## config.mk

```make
export PLATFORM = sky130hd
export DESIGN_NAME = id_ex_pipe_reg
export DESIGN_NICKNAME = d
export VERILOG_FILES = /design/src/rtl/id_ex_pipe_reg_pkg.sv /design/src/rtl/id_ex_pipe_reg_pipe_field_reg.sv /design/src/rtl/id_ex_pipe_reg.sv
export SDC_FILE = /design/constraint.sdc
export NUM_CORES = 1
export LEC_CHECK = 0
export ABC_AREA = 1
export BUFFER_PORTS_ARGS = -buffer_cell sky130_fd_sc_hd__buf_4
export CAP_MARGIN = 20
export CORE_ASPECT_RATIO = 1.4
export CORE_MARGIN = 10
export CORE_UTILIZATION = 47
export DETAILED_ROUTE_END_ITERATION = 6
export PLACE_DENSITY = 0.85
export SYNTH_ARGS = -nofsm -noshare
export SYNTH_HDL_FRONTEND = slang
export SYNTH_SLANG_ARGS = --single-unit
```

## constraint.sdc

```tcl
create_clock -name clk_i -period 1.7 [get_ports clk_i]
set_input_delay 0.085 -clock clk_i [delete_from_list [all_inputs] [get_ports clk_i]]
set_output_delay 0.085 -clock clk_i [all_outputs]
set_load 0.1 [all_outputs]
```

## src/rtl/id_ex_pipe_reg_pkg.sv

```systemverilog
`default_nettype none
// +------------------------------------------------------------------------+
// | Module   : id_ex_pipe_reg_pkg                                          |
// | Purpose  : Shared types and constants for the ID/EX pipeline register: |
// |            ALUOp class encodings, the packed control bundle, the NOP   |
// |            bubble constant and the two-state stall selector.           |
// | Ports    : none (package)                                              |
// | Revision : 1.0 - initial release                                       |
// +------------------------------------------------------------------------+
package id_ex_pipe_reg_pkg;

  // ALU operation classes decoded by the ALU control block in EX
  localparam logic [1:0] ALUOP_ADD    = 2'b00;  // loads/stores: address add
  localparam logic [1:0] ALUOP_BRANCH = 2'b01;  // branches: compare/subtract
  localparam logic [1:0] ALUOP_RTYPE  = 2'b10;  // R-type: decode funct7/funct3
  localparam logic [1:0] ALUOP_ITYPE  = 2'b11;  // I-type ALU: decode funct3

  // Decoded control bundle carried into EX; valid travels with the controls
  typedef struct packed {
    logic       valid;
    logic       reg_write;
    logic       mem_to_reg;
    logic       mem_read;
    logic       mem_write;
    logic       alu_src;
    logic [1:0] alu_op;
  } ctrl_t;

  localparam int    CTRL_W   = $bits(ctrl_t);
  // A bubble is all-zero: no write-back, no memory access, ALUOP_ADD
  localparam ctrl_t CTRL_NOP = '0;

  // Only two stall states exist; HOLDING is selected directly by stall_i
  typedef enum logic [0:0] {
    ST_LOADING = 1'b0,
    ST_HOLDING = 1'b1
  } stall_state_e;

  // An invalid instruction must never carry side-effecting controls into EX
  function automatic ctrl_t gate_ctrl(input ctrl_t c);
    ctrl_t r;
    r = c.valid ? c : CTRL_NOP;
    return r;
  endfunction

endpackage
`default_nettype wire

```

## src/rtl/id_ex_pipe_reg_pipe_field_reg.sv

```systemverilog
`default_nettype none
// +------------------------------------------------------------------------+
// | Module   : pipe_field_reg                                              |
// | Purpose  : Parameterised-width pipeline register with async active-low |
// |            reset, synchronous clear (wins over hold) and hold.         |
// | Ports    : clk_i   - clock                                             |
// |            rst_i   - asynchronous active-low reset                     |
// |            i_hold  - keep current contents                             |
// |            i_clear - load zero                                         |
// |            i_d     - next value                                        |
// |            o_q     - registered value                                  |
// | Revision : 1.0 - initial release                                       |
// +------------------------------------------------------------------------+
module pipe_field_reg #(
  parameter int W = 8
) (
  input  logic         clk_i,
  input  logic         rst_i,
  input  logic         i_hold,
  input  logic         i_clear,
  input  logic [W-1:0] i_d,
  output logic [W-1:0] o_q
);

  logic [W-1:0] r_q;

  always_ff @(posedge clk_i or negedge rst_i) begin
    if (!rst_i) begin
      r_q <= '0;
    end else if (i_clear) begin
      r_q <= '0;
    end else if (!i_hold) begin
      r_q <= i_d;
    end
  end

  assign o_q = r_q;

endmodule
`default_nettype wire

```

## src/rtl/id_ex_pipe_reg.sv

```systemverilog
`default_nettype none
// +------------------------------------------------------------------------+
// | Module   : id_ex_pipe_reg                                              |
// | Purpose  : ID/EX pipeline register of the 5-stage RV32I core. Captures |
// |            decoded controls, register read data, immediate, funct and  |
// |            register indices; supports stall (hold), flush (bubble) and |
// |            a saturating bubble counter.                                |
// | Ports    : clk_i, rst_i (async active-low), stall_i, flush_i, valid_i  |
// |            pc_i, rs1_data_i, rs2_data_i, imm_i, funct_i,               |
// |            rs1_addr_i, rs2_addr_i, rd_addr_i, control inputs           |
// |            *_o registered copies, bubble_cnt_o                         |
// | Revision : 1.0 - initial release                                       |
// +------------------------------------------------------------------------+
module id_ex_pipe_reg
  import id_ex_pipe_reg_pkg::*;
#(
  parameter int DATA_W = 32,
  parameter int CNT_W  = 16
) (
  input  logic              clk_i,
  input  logic              rst_i,
  input  logic              stall_i,
  input  logic              flush_i,
  input  logic              valid_i,
  input  logic [DATA_W-1:0] pc_i,
  input  logic [DATA_W-1:0] rs1_data_i,
  input  logic [DATA_W-1:0] rs2_data_i,
  input  logic [DATA_W-1:0] imm_i,
  input  logic [9:0]        funct_i,
  input  logic [4:0]        rs1_addr_i,
  input  logic [4:0]        rs2_addr_i,
  input  logic [4:0]        rd_addr_i,
  input  logic              RegWrite_i,
  input  logic              MemtoReg_i,
  input  logic              MemRead_i,
  input  logic              MemWrite_i,
  input  logic              ALUSrc_i,
  input  logic [1:0]        ALUOp_i,
  output logic              valid_o,
  output logic [DATA_W-1:0] pc_o,
  output logic [DATA_W-1:0] rs1_data_o,
  output logic [DATA_W-1:0] rs2_data_o,
  output logic [DATA_W-1:0] imm_o,
  output logic [9:0]        funct_o,
  output logic [4:0]        rs1_addr_o,
  output logic [4:0]        rs2_addr_o,
  output logic [4:0]        rd_addr_o,
  output logic              RegWrite_o,
  output logic              MemtoReg_o,
  output logic              MemRead_o,
  output logic              MemWrite_o,
  output logic              ALUSrc_o,
  output logic [1:0]        ALUOp_o,
  output logic [CNT_W-1:0]  bubble_cnt_o
);

  localparam int               c_DATA_GRP_W = 4 * DATA_W;
  localparam int               c_ADDR_GRP_W = 10 + 3 * 5;
  localparam logic [CNT_W-1:0] c_CNT_MAX    = '1;

  stall_state_e            w_state;
  logic                    w_hold;
  logic                    w_clear;
  ctrl_t                   w_ctrl_raw;
  ctrl_t                   w_ctrl_d;
  ctrl_t                   w_ctrl_q;
  logic [c_DATA_GRP_W-1:0] w_data_q;
  logic [c_ADDR_GRP_W-1:0] w_addr_q;
  logic                    w_bubble;
  logic [CNT_W-1:0]        r_bubble_cnt;

  // Flush outranks stall: clear has priority inside pipe_field_reg
  assign w_state = stall_i ? ST_HOLDING : ST_LOADING;
  assign w_hold  = (w_state == ST_HOLDING);
  assign w_clear = flush_i;

  assign w_ctrl_raw = '{valid:      valid_i,
                        reg_write:  RegWrite_i,
                        mem_to_reg: MemtoReg_i,
                        mem_read:   MemRead_i,
                        mem_write:  MemWrite_i,
                        alu_src:    ALUSrc_i,
                        alu_op:     ALUOp_i};
  // Gating at the D side keeps controls 0 whenever valid_o is 0
  assign w_ctrl_d = gate_ctrl(w_ctrl_raw);

  pipe_field_reg #(.W(CTRL_W)) u_ctrl_reg (
    .clk_i   (clk_i),
    .rst_i   (rst_i),
    .i_hold  (w_hold),
    .i_clear (w_clear),
    .i_d     (w_ctrl_d),
    .o_q     (w_ctrl_q)
  );

  // Data fields load even for invalid instructions; only flush clears them
  pipe_field_reg #(.W(c_DATA_GRP_W)) u_data_reg (
    .clk_i   (clk_i),
    .rst_i   (rst_i),
    .i_hold  (w_hold),
    .i_clear (w_clear),
    .i_d     ({pc_i, rs1_data_i, rs2_data_i, imm_i}),
    .o_q     (w_data_q)
  );

  pipe_field_reg #(.W(c_ADDR_GRP_W)) u_addr_reg (
    .clk_i   (clk_i),
    .rst_i   (rst_i),
    .i_hold  (w_hold),
    .i_clear (w_clear),
    .i_d     ({funct_i, rs1_addr_i, rs2_addr_i, rd_addr_i}),
    .o_q     (w_addr_q)
  );

  // A bubble enters EX on flush, or on a non-stalled edge with no valid op
  assign w_bubble = flush_i | (~stall_i & ~valid_i);

  always_ff @(posedge clk_i or negedge rst_i) begin
    if (!rst_i) begin
      r_bubble_cnt <= '0;
    end else if (w_bubble && (r_bubble_cnt != c_CNT_MAX)) begin
      r_bubble_cnt <= r_bubble_cnt + 1'b1;
    end
  end

  assign valid_o    = w_ctrl_q.valid;
  assign RegWrite_o = w_ctrl_q.reg_write;
  assign MemtoReg_o = w_ctrl_q.mem_to_reg;
  assign MemRead_o  = w_ctrl_q.mem_read;
  assign MemWrite_o = w_ctrl_q.mem_write;
  assign ALUSrc_o   = w_ctrl_q.alu_src;
  assign ALUOp_o    = w_ctrl_q.alu_op;

  assign {pc_o, rs1_data_o, rs2_data_o, imm_o}           = w_data_q;
  assign {funct_o, rs1_addr_o, rs2_addr_o, rd_addr_o}    = w_addr_q;

  assign bubble_cnt_o = r_bubble_cnt;

endmodule
`default_nettype wire

```

==> run metrics <==
status completed; period utilisation layout 0.940; Longest Clk Path Bufs 2; Crit path required time 2.05 ns; max cap viols 0; reg2reg start bubble_cnt_o[0]$_DFFE_PN0P_; Crit. End Element flop; peak fanout along the critical path 8; CP startpoint bubble_cnt_o[0]$_DFFE_PN0P_; Slowest-stage cell, CP dfrtp_4; WP data arrival 1.95 ns; Setup crit start kind flop; final wirelength 33,200 um; Seq/Total Area, Yosys 0.598; Iter 0 DRT Violations 875; GPL Wtd Cong 0.868; GRT overflow 0; DRT Pass-1 Iters 7; Cells after Synth 858; clock slew at reported path FFs 0.07 ns; Ys Warns 0; Fin. Hold Viols 0; # IOs 342; Routed wire per std cell 21.3 um; fin nets 1,513; total die area 21,300 um^2; Worst Max-Slew Pin Slew 0.762 ns; vias in the first global route 9,174; drt via density 5.52; Cell Rows 54; DRT antenna net count 0; Syn Std Cell Area 7410 um^2; fmax 626 MHz; initial antenna violation count 4; Top FF cell, synth dfrtp_1; core area 15,500 um^2; Clk Latency, worst-skew pair 0.43 ns; # resized after CTS 0; DP Area 10,200 um^2; Mean Syn Cell Area 8.64 um^2; clock skew 0.00622 ns; area grow syn2layout 68.2%; # setup viols final 0; PD cells 1050 nW/um^2; fin crit period 1.60 ns; slew margin rel. 0.492; post-layout util 0.802; TritonCTS Buffers 17; via count 8,618; Final Cell Area 12,500 um^2; crit-path cells ha_4, nand3_1, nor2_2, nand2_1, nand2_2, nand2_1, nand2_1; largest net degree at the start of global routing 161; crit-path max cell delay 0.46 ns; Static Leak 6.76 nW; min-delay src flush_i; Die Width 126 um; DP HPWL 18,500 um; first-pass GRT wire length 50,700 um; CTS Sinks 177; Hold Path Class primary input to flop; synthesis-stage register bit count 177; Post-synth EDFFs 0; most frequent cells in the layout 379 x nand2_1, 347 x buf_4, 179 x nand3_1; fraction of layout cells with a size suffix above 1 0.310; CTS root buffer clkbuf_16; Initial Utilization 0.477; DRC violations left 0; TNS Setup 0 ns; Syn Nets 1,024; I/O Buffers 341; TritonCTS clock tree built; critical path class flop to flop; CP most frequent cell nand2_1; VDD IR max 0.000723 V; Slew Limit Fails 0; Yosys cell types 24; GRT Util Overall 0.300; CTS H-tree lvls 4; most common cell after layout, fill and taps aside nand2_1; Die Y 169 um; Synth async-reset ratio 1.00
-- metrics by stage --
stage / power, mW / hold WS, ns / instances / setup WS (ns)
after floorplan: 7.58 / -0.211 / 858 / 0.0296
after global placement: 8.70 / 0.0697 / 1353 / 0.168
after global routing: 13.4 / 0.123 / 1560 / -0.0202
after CTS: 12.9 / 0.103 / 1554 / 0.0980
after detailed placement: 8.75 / 0.0746 / 1353 / 0.137
final: 13.0 / 0.116 / 1561 / 0.102
-- cell families after synthesis --
| group | share of synthesized area |
|---|---|
| AO/OA/AOI/OAI | 0.00810 |
| AND/OR/NAND/NOR | 0.339 |
| flip-flops | 0.598 |
| buffers and inverters | 0.0488 |
| XOR/XNOR | 0.00473 |
| adder cells (fa/ha/maj) | 0.00169 |
-- timing repair --
| item | 4_1_cts | 5_1_grt |
|---|---|---|
| hold endpoints to repair | 202 | 0 |
| setup endpoints to repair | 0 | 7 |
| hold buffers | 169 | 0 |
| setup buffers | 0 | 2 |
-- state kept, by name (all words and copies together) (netlist names) --
signal and count:
bubble_cnt_o 16, u_addr_reg.o_q 25, u_ctrl_reg.o_q 8, u_data_reg.o_q 128
-- metal layers --
metal	vias to the layer above	wire length, um	GRT usage
met5	-	0	0
met4	0	2670	0.233
met3	171	2760	0.0894
met2	586	16700	0.513
met1	4153	11100	0.298
li1	3708	-	-
-- report_power, final --
group	total (mW)	internal, mW	switching (mW)
clock network	3.91	2.17	1.74
logic	4.31	1.12	3.19
registers	4.81	4.53	0.279
total	13.0	7.82	5.21
-- path summary, 6_finish.rpt --
| path | to | slack, ns | depth (start not counted) |
|---|---|---|---|
| setup / recovery | bubble_cnt_o[1]$_DFFE_PN0P_ | 0.10 | 7 |
| hold / removal | u_data_reg.o_q[125]$_DFFE_PN0P_ | 0.12 | 4 |
| setup reg to reg | bubble_cnt_o[1]$_DFFE_PN0P_ | 0.10 | 7 |
| hold reg to reg | u_data_reg.o_q[79]$_DFFE_PN0P_ | 0.51 | 2 |
| max in group asynchronous | u_data_reg.o_q[54]$_DFFE_PN0P_ | 0.86 | 3 |
| min in group asynchronous | bubble_cnt_o[9]$_DFFE_PN0P_ | 0.16 | 2 |
-- cell usage after synthesis, drive strengths merged (2+ instances only) --
| library cell | count | area, um^2 |
|---|---|---|
| nand2 | 383 | 1450 |
| nor2 | 22 | 123 |
| nand4 | 4 | 25.0 |
| inv | 21 | 78.8 |
| buf | 42 | 234 |
| nand3 | 179 | 896 |
| o21ai | 8 | 55.1 |
| clkbuf | 13 | 48.8 |
| xor2 | 3 | 26.3 |
| nand3b | 2 | 15.0 |
| dfrtp | 177 | 4430 |
-- worst max-delay path: cells and delay by family, from the launching register on --
kind	cells	cell delay (ns)
and+or+nand+nor	6	0.88
adders and majority gates	1	0.19
DFF	1	0.46
-- area by class of cell --
| cell class | count | area (um^2) |
|---|---|---|
| diodes | 5 | 12.5 |
| clock buffers | 19 | 433 |
| clock inverters | 13 | 135 |
| fillers | 796 | 3080 |
| inverters | 21 | 81.3 |
| multi-input cells | 605 | 2630 |
| flip-flops and latches | 177 | 4450 |
| well taps | 196 | 245 |
| repair buffers | 525 | 4470 |
Power figures use the tool's default switching activity.
